==> src/rtl/spi_cmd_decoder.sv <==
// rtl/spi_cmd_decoder.sv - SPI command/address/data framer driving VRAM words and font bytes
// Optional VRAM read-back path is compiled in with `define SPI_CMD_READ_EN.
module spi_cmd_decoder #(
    parameter int VRAM_AW = 16,
    parameter int FONT_AW = 13
) (
    input  logic               clk,
    input  logic               reset_n_i,
    input  logic               spi_cs_i,
    input  logic               rx_strobe_i,
    input  logic [7:0]         rx_byte_i,
    input  logic               tx_strobe_i,
    output logic [7:0]         tx_byte_o,
    output logic               vram_req_o,
    output logic               vram_wr_o,
    output logic [VRAM_AW-1:0] vram_addr_o,
    output logic [15:0]        vram_data_o,
    input  logic               vram_ack_i,
    input  logic [15:0]        vram_data_i,
    output logic               font_wr_o,
    output logic [FONT_AW-1:0] font_addr_o,
    output logic [7:0]         font_data_o,
    output logic               busy_o,
    output logic               overrun_o
);

    localparam logic [2:0] S_CMD    = 3'd0;
    localparam logic [2:0] S_ADDR_H = 3'd1;
    localparam logic [2:0] S_ADDR_L = 3'd2;
    localparam logic [2:0] S_DATA_H = 3'd3;
    localparam logic [2:0] S_DATA_L = 3'd4;

    logic [2:0]         state_q, state_d;
    logic               cmd_wr_q, cmd_wr_d;
    logic               cmd_font_q, cmd_font_d;
    logic [7:0]         addr_h_q, addr_h_d;
    logic [7:0]         hi_q, hi_d;
    logic               vreq_q, vreq_d;
    logic               vwr_q, vwr_d;
    logic [VRAM_AW-1:0] vaddr_q, vaddr_d;
    logic [15:0]        vdata_q, vdata_d;
    logic               fwr_q, fwr_d;
    logic [FONT_AW-1:0] faddr_q, faddr_d;
    logic [7:0]         fdata_q, fdata_d;
    logic               busy_q, busy_d;
    logic               ovr_q, ovr_d;
    logic [7:0]         tx_q, tx_d;
`ifdef SPI_CMD_READ_EN
    logic [15:0]        rd_word_q, rd_word_d;
    logic               rd_valid_q, rd_valid_d;
    logic               rd_phase_q, rd_phase_d;
`else
    logic               unused_rd_inputs;
    assign unused_rd_inputs = tx_strobe_i ^ (^vram_data_i);
`endif

    always_comb begin
        state_d    = state_q;
        cmd_wr_d   = cmd_wr_q;
        cmd_font_d = cmd_font_q;
        addr_h_d   = addr_h_q;
        hi_d       = hi_q;
        vreq_d     = vreq_q;
        vwr_d      = vwr_q;
        vaddr_d    = vaddr_q;
        vdata_d    = vdata_q;
        fwr_d      = 1'b0;
        faddr_d    = faddr_q;
        fdata_d    = fdata_q;
        busy_d     = busy_q;
        ovr_d      = ovr_q;
        tx_d       = tx_q;
`ifdef SPI_CMD_READ_EN
        rd_word_d  = rd_word_q;
        rd_valid_d = rd_valid_q;
        rd_phase_d = rd_phase_q;
`endif

        if (vreq_q && vram_ack_i) begin
            vreq_d  = 1'b0;
            vwr_d   = 1'b0;
            vaddr_d = vaddr_q + VRAM_AW'(1);
`ifdef SPI_CMD_READ_EN
            if (!vwr_q) begin
                rd_word_d  = vram_data_i;
                rd_valid_d = 1'b1;
                rd_phase_d = 1'b0;
                tx_d       = vram_data_i[15:8];
            end
`endif
        end

        if (fwr_q) begin
            faddr_d = faddr_q + FONT_AW'(1);
        end

        if (spi_cs_i) begin
            // Frame end: any half-received word in hi_q is simply never used.
            state_d = S_CMD;
            busy_d  = 1'b0;
`ifdef SPI_CMD_READ_EN
            rd_valid_d = 1'b0;
            tx_d       = 8'hFF;
`endif
        end else begin
            if (rx_strobe_i) begin
                case (state_q)
                    S_CMD: begin
                        busy_d     = 1'b1;
                        cmd_wr_d   = rx_byte_i[7];
                        cmd_font_d = rx_byte_i[6];
                        if (rx_byte_i == 8'h3F) begin
                            ovr_d = 1'b0;
                        end
                        state_d = S_ADDR_H;
                    end
                    S_ADDR_H: begin
                        addr_h_d = rx_byte_i;
                        state_d  = S_ADDR_L;
                    end
                    S_ADDR_L: begin
                        if (cmd_font_q) begin
                            faddr_d = FONT_AW'({addr_h_q, rx_byte_i});
                        end else if (!vreq_q) begin
                            vaddr_d = VRAM_AW'({addr_h_q, rx_byte_i});
`ifdef SPI_CMD_READ_EN
                            if (!cmd_wr_q) begin
                                vreq_d = 1'b1;
                                vwr_d  = 1'b0;
                            end
`endif
                        end
`ifdef SPI_CMD_READ_EN
                        if (!cmd_wr_q && cmd_font_q) begin
                            tx_d = 8'h00;
                        end
`endif
                        state_d = S_DATA_H;
                    end
                    S_DATA_H: begin
                        hi_d = rx_byte_i;
                        if (cmd_wr_q && cmd_font_q) begin
                            fwr_d   = 1'b1;
                            fdata_d = rx_byte_i;
                        end
                        state_d = S_DATA_L;
                    end
                    default: begin
                        if (cmd_wr_q && cmd_font_q) begin
                            fwr_d   = 1'b1;
                            fdata_d = rx_byte_i;
                        end else if (cmd_wr_q) begin
                            if (vreq_q) begin
                                ovr_d = 1'b1;
                            end else begin
                                vreq_d  = 1'b1;
                                vwr_d   = 1'b1;
                                vdata_d = {hi_q, rx_byte_i};
                            end
                        end
                        state_d = S_DATA_H;
                    end
                endcase
            end
`ifdef SPI_CMD_READ_EN
            // Read-back: high byte, low byte, then fetch the next word (address already advanced on ack).
            if (tx_strobe_i && !cmd_wr_q && !cmd_font_q &&
                (state_q == S_DATA_H || state_q == S_DATA_L)) begin
                if (!rd_valid_q) begin
                    ovr_d = 1'b1;
                    tx_d  = 8'hFF;
                end else if (!rd_phase_q) begin
                    tx_d       = rd_word_q[7:0];
                    rd_phase_d = 1'b1;
                end else begin
                    rd_valid_d = 1'b0;
                    tx_d       = 8'hFF;
                    if (!vreq_q) begin
                        vreq_d = 1'b1;
                        vwr_d  = 1'b0;
                    end
                end
            end
`endif
        end
    end

    always_ff @(posedge clk or negedge reset_n_i) begin
        if (!reset_n_i) begin
            state_q    <= S_CMD;
            cmd_wr_q   <= 1'b0;
            cmd_font_q <= 1'b0;
            addr_h_q   <= 8'h00;
            hi_q       <= 8'h00;
            vreq_q     <= 1'b0;
            vwr_q      <= 1'b0;
            vaddr_q    <= '0;
            vdata_q    <= 16'h0000;
            fwr_q      <= 1'b0;
            faddr_q    <= '0;
            fdata_q    <= 8'h00;
            busy_q     <= 1'b0;
            ovr_q      <= 1'b0;
            tx_q       <= 8'hFF;
`ifdef SPI_CMD_READ_EN
            rd_word_q  <= 16'h0000;
            rd_valid_q <= 1'b0;
            rd_phase_q <= 1'b0;
`endif
        end else begin
            state_q    <= state_d;
            cmd_wr_q   <= cmd_wr_d;
            cmd_font_q <= cmd_font_d;
            addr_h_q   <= addr_h_d;
            hi_q       <= hi_d;
            vreq_q     <= vreq_d;
            vwr_q      <= vwr_d;
            vaddr_q    <= vaddr_d;
            vdata_q    <= vdata_d;
            fwr_q      <= fwr_d;
            faddr_q    <= faddr_d;
            fdata_q    <= fdata_d;
            busy_q     <= busy_d;
            ovr_q      <= ovr_d;
            tx_q       <= tx_d;
`ifdef SPI_CMD_READ_EN
            rd_word_q  <= rd_word_d;
            rd_valid_q <= rd_valid_d;
            rd_phase_q <= rd_phase_d;
`endif
        end
    end

    assign tx_byte_o   = tx_q;
    assign vram_req_o  = vreq_q;
    assign vram_wr_o   = vwr_q;
    assign vram_addr_o = vaddr_q;
    assign vram_data_o = vdata_q;
    assign font_wr_o   = fwr_q;
    assign font_addr_o = faddr_q;
    assign font_data_o = fdata_q;
    assign busy_o      = busy_q;
    assign overrun_o   = ovr_q;

endmodule

==> config.mk <==
export PLATFORM = sky130hd
export DESIGN_NAME = spi_cmd_decoder
export DESIGN_NICKNAME = d
export VERILOG_FILES = /design/src/rtl/spi_cmd_decoder.sv
export SDC_FILE = /design/constraint.sdc
export NUM_CORES = 1
export LEC_CHECK = 0
export ABC_AREA = 1
export ABC_CLOCK_PERIOD_IN_PS = 1400
export CAP_MARGIN = 20
export CORE_ASPECT_RATIO = 0.75
export CORE_MARGIN = 8
export CORE_UTILIZATION = 30
export CTS_BUF_LIST = sky130_fd_sc_hd__clkbuf_4 sky130_fd_sc_hd__clkbuf_8
export DETAILED_ROUTE_END_ITERATION = 8
export GPL_ROUTABILITY_DRIVEN = 0
export SLEW_MARGIN = 20
export SYNTH_ARGS = -nofsm -noshare
export SYNTH_HDL_FRONTEND = slang
export SYNTH_SLANG_ARGS = --single-unit
==> constraint.sdc <==
create_clock -name clk -period 1.4 [get_ports clk]
set_input_delay 0.21 -clock clk [delete_from_list [all_inputs] [get_ports clk]]
set_output_delay 0.21 -clock clk [all_outputs]
set_load 0.05 [all_outputs]
# Yosys cells after proc, flatten, opt, wreduce, memory -nomap -nowiden
# Index checks and enable logic that the tools add are counted.
[word_totals] output_inout_bits=66 regBits=79 word_cells=85
[classes] n_reduce_logical=17 eq_ne=6 bitwise_logic=6 muxes=40 n_addsub=2
[ops] cell="$mux 16" n=6
[ops] cell="$mux 13" n=5
[ops] cell="$mux 1" n=25
[ops] cell="$add 16x1->16 const B" n=1
[ops] cell="$add 13x1->13 const B" n=1
[ops] cell="$pmux 3 s3" n=1
[ops] cell="$reduce_and 3->1" n=3
[ops] cell="$eq 8x6->1 const B" n=1
[ops] cell="$reduce_bool 2->1" n=4
[ops] cell="$reduce_and 7->1" n=1
[ops] cell="$eq 3x2->1 const B" n=2
[ops] cell="$mux 3" n=2
[ops] cell="$not 1->1" n=6
[ops] cell="$reduce_and 6->1" n=1
[ops] cell="$reduce_or 3->1" n=2
[ops] cell="$reduce_and 4->1" n=1
[ops] cell="$reduce_or 4->1" n=1
[ops] cell="$eq 3x1->1 const B" n=1
[ops] cell="$logic_not 3->1" n=1
[ops] cell="$logic_and 1x1->1" n=2
[ops] cell="$ne 2x1->1 const B" n=1
[ops] cell="$ne 2x2->1 const B" n=1
[ops] cell="$pmux 1 s2" n=1
[ops] cell="$reduce_and 2->1" n=1

# Longest topological paths before layout
[logic_depth] depth_word=8 depth_mapped=9

# Worst setup path after synthesis
# Ideal clock, no wire load.
[synth_path] kind="reg2reg" startpoint="register faddr_q[1] (netlist: font_addr_o[1])" endpoint="register faddr_q[12] (netlist: font_addr_o[12])" stages_incl_launch_ff=9 n_path_buf=0 slack_ps=-315 synth_period_minus_slack_ps=1715 setup_time_ps=113 arrival_time_ps=1603 path_cell_list="dfrtp_1 -> ha_1 -> nand3_1 -> nor2_1 -> nand3_1 -> nand2_1 -> nand3_1 -> nand2_1 -> inv_1"
[synth_between] elab_chain_len=6
[synth_rtl] element="start: declaration" line="43" source="logic [FONT_AW-1:0] faddr_q, faddr_d;"
[synth_rtl] element="start signal: assignment" line="221" source="faddr_q <= faddr_d;"
[synth_rtl] element="$add 13x1->13 *" line="94" source="faddr_d = faddr_q + FONT_AW'(1);"
[synth_rtl] element="$mux 13 *" line="93" source="if (fwr_q) begin"
[synth_rtl] element="$mux 13" line="122" source="if (cmd_font_q) begin"
[synth_rtl] element="$mux 13" line="107" source="case (state_q)"
[synth_rtl] element="$mux 13" line="106" source="if (rx_strobe_i) begin"
[synth_rtl] element="$mux 13 *" line="97" source="if (spi_cs_i) begin"
[synth_rtl] element="via faddr_d[12]" line="43"
# The timed path passes the listed nets; every way through them passes the cells marked *.
# A chain may end at the register's enable or synchronous reset.

# Worst setup path after layout
[layout_path] startpoint="register faddr_q[0] (netlist: font_addr_o[0])" endpoint="register faddr_q[6] (netlist: font_addr_o[6])"
# The elaborated chain is that of the path after synthesis.

==> flow_summary.json <==
{
  "critPathCaptureType": "flop",
  "drc": 0,
  "slowest_stage": "dfrtp_2",
  "dp_cells": 722,
  "synthCells": 459,
  "vias": 3454,
  "layout_common_cells": "138 x nand2_1, 63 x buf_12, 62 x dfrtp_1, 47 x o21ai_0, 45 x inv_1",
  "routed_wl_um": 11000,
  "fin_crit_sh": 0.978,
  "grt_usage": 0.134,
  "rsz0062_at_grt": "true",
  "start_util": 0.308,
  "grt_pass1_vias": 3489,
  "first_iter_violations": 266,
  "synth_ff_type": "dfrtp_1",
  "postRouteAntennaNets": 0,
  "setup_viol_count_final": 0,
  "cts_buffers": 9,
  "path_clk_slew_ps": 80,
  "tritoncts": "yes",
  "netlist_area_um2": 3780,
  "p_per_area_nw_per_um2": 1580,
  "hp-class": "primary input to asynchronous set/reset pin",
  "port_buffers": 70,
  "rr_startpoint": "font_addr_o[0]$_DFF_PN0_",
  "ys.warnings.count": 0,
  "cp-start-kind": "flop",
  "chipHeight_um": 113,
  "period_needed_ps": 1370,
  "worst-setup-path-type": "flop to flop",
  "async_reset_ff_frac": 1.00,
  "rows": 35,
  "cts-root-buf": "clkbuf_8",
  "area_growth_pct": 58.1,
  "synth_edf_count": 0,
  "fmax_ghz": 0.730,
  "fin_skew_ps": 14.0,
  "crit_required_ps": 1670,
  "fin_util": 0.486,
  "layout.nets": 612,
  "crit_chain": "ha_4 -> nand3_4 -> nor2_4 -> buf_6 -> xor2_1 -> nand2_1 -> o21ai_0",
  "grt_max_degree": 36,
  "dieArea_um2": 16500,
  "leakagePower_uw": 0.00286,
  "final_common_cell": "nand2_1",
  "cts.htree.levels": 3,
  "dr.pass1.iters": 5,
  "fillCellCount": 1131,
  "cts_sinks": 79,
  "core-area_um2": 12300,
  "hold_viol_final": 0,
  "place_hpwl_um": 8190,
  "num_io_pins": 96,
  "synth-seq-area-share": 0.522,
  "diodes": 0,
  "via_per_inst": 4.60,
  "drv_cap": 0,
  "clk_path_buf_depth": 2,
  "synth_top_area_cell": "dfrtp_1",
  "dieWidth_um": 146,
  "ys_top_cells_by_area": "dfrtp_1 52%, nand2_1 14%, o21ai_0 6.9%",
  "slowest_delay_ps": 430,
  "synth_top_area_frac": 0.522,
  "crit_arrival_ps": 1640,
  "peakVddDrop_mv": 0.677,
  "antenna_found_initial": 0,
  "grt_pass1_wl_um": 17800,
  "layout.cells.non_filler": 751,
  "wire_per_inst_um": 14.6,
  "crit_fanout": 6,
  "reg2reg_slack_ps": 30,
  "ys_seq_elements": 79,
  "clkLatencyLatePin_ps": 360,
  "drive_gt1_frac": 0.289,
  "gr-total-overflow": 0,
  "status": "complete, no violations",
  "slew_viol_final": 0,
  "reg2reg_depth": 7,
  "r2r_end": "font_addr_o[6]$_DFF_PN0_",
  "whs_ps": 288,
  "ys_types": 37,
  "syn_avg_cell_area_um2": 8.25
}
[per-layer routing]
metal / track usage / share of wire
met1: 0.177 / 0.48
met5: 0 / 0
met2: 0.206 / 0.45
met4: 0.0304 / 0.0031
met3: 0.0490 / 0.072
[where the power goes]
part	switching, uW	total (uW)	internal [uW]
logic	2140	3970	1830
registers	599	3350	2750
clock network	841	2120	1280
total	3580	9440	5860
[cells in the mapped netlist, types with 3 or more instances]
master    instances
o21ai_0          52
inv_1            46
buf_2             3
nand3_1          38
nand4_1          10
xor2_1            4
xnor2_1           3
nor2_1           29
a21oi_1           6
nand2_1         141
buf_6             3
nor3_1            5
buf_4             9
dfrtp_1          79
o21bai_1          6
[metrics by stage]
| stage | power, uW | cell area [um2] | TNS, ps | worst slack, ps |
|---|---|---|---|---|
| final | 9440 | 5990 | 0 | 30.7 |
| after global routing | 9900 | 5990 | -82.9 | -31.2 |
| after CTS | 9380 | 5830 | 0 | 17.2 |
| after detailed placement | 7230 | 5550 | -15500 | -338 |
| after global placement | 7160 | 5550 | -13120 | -296 |
| after floorplan | 5160 | 3860 | -1570 | -93.9 |
[kinds of logic (layout without fill, tap and decap cells)]
family	count (synthesis)	count (layout)	synth area share
AO/OA/AOI/OAI	69	69	0.0985
AND/OR/NAND/NOR	236	236	0.275
buffers and inverters	65	184	0.0807
flip-flops	79	79	0.522
other	1	8	0.000991
XOR/XNOR	7	7	0.0162
adder cells (fa/ha/maj)	2	2	0.00661
[cell type report]
| class | instances | area [um2] | area share |
|---|---|---|---|
| clock inverters | 5 | 104 | 0.0173 |
| inverters | 48 | 184 | 0.0307 |
| flip-flops and latches | 79 | 2000 | 0.334 |
| clock buffers | 11 | 151 | 0.0253 |
| repair buffers | 120 | 1720 | 0.288 |
| well taps | 166 | 208 | 0.0347 |
| multi-input cells | 322 | 1620 | 0.270 |
[how the worst max path moves through the flow]
stage,startpoint,to,slack [ps],cells past startpoint
global route,state_q[0]$_DFFE_PN0P_,font_addr_o[1]$_DFF_PN0_,-30,5
detailed placement,rx_strobe_i,vram_addr_o[5]$_DFF_PN0_,-340,8
finish,font_addr_o[0]$_DFF_PN0_,font_addr_o[6]$_DFF_PN0_,30,7
global placement,rx_strobe_i,vram_addr_o[7]$_DFF_PN0_,-300,8
floorplan,vram_req_o$_DFF_PN0_,vram_addr_o[10]$_DFF_PN0_,-90,7
CTS,vram_req_o$_DFF_PN0_,vram_addr_o[5]$_DFF_PN0_,20,5
[critical path: cells and delay by family, from the launching register on]
| family | cells | cell delay (ps) |
|---|---|---|
| xor+xnor | 1 | 140 |
| compound gates | 1 | 70 |
| buf+inv | 1 | 130 |
| flops | 1 | 430 |
| fa+ha+maj | 1 | 170 |
| simple gates | 3 | 360 |
[flip-flops by register name, summed over array words and instances, names as in the netlist]
register / count
vram_data_o: 16
overrun_o: 1
hi_q: 8
vram_addr_o: 16
font_wr_o: 1
vram_req_o: 1
state_q: 3
busy_o: 1
vram_wr_o: 1
cmd_wr_q: 1
addr_h_q: 8
font_data_o: 8
font_addr_o: 13
cmd_font_q: 1
[timing repair]
action | CTS | global route
hold buffers | 1 | 0
pin swaps | 1 | 5
setup buffers | 0 | 12
resized for setup | 2 | 24
hold endpoints to repair | 19 | 0
setup endpoints to repair | 3 | 35
No activity file was read; power rests on OpenSTA's default activity.
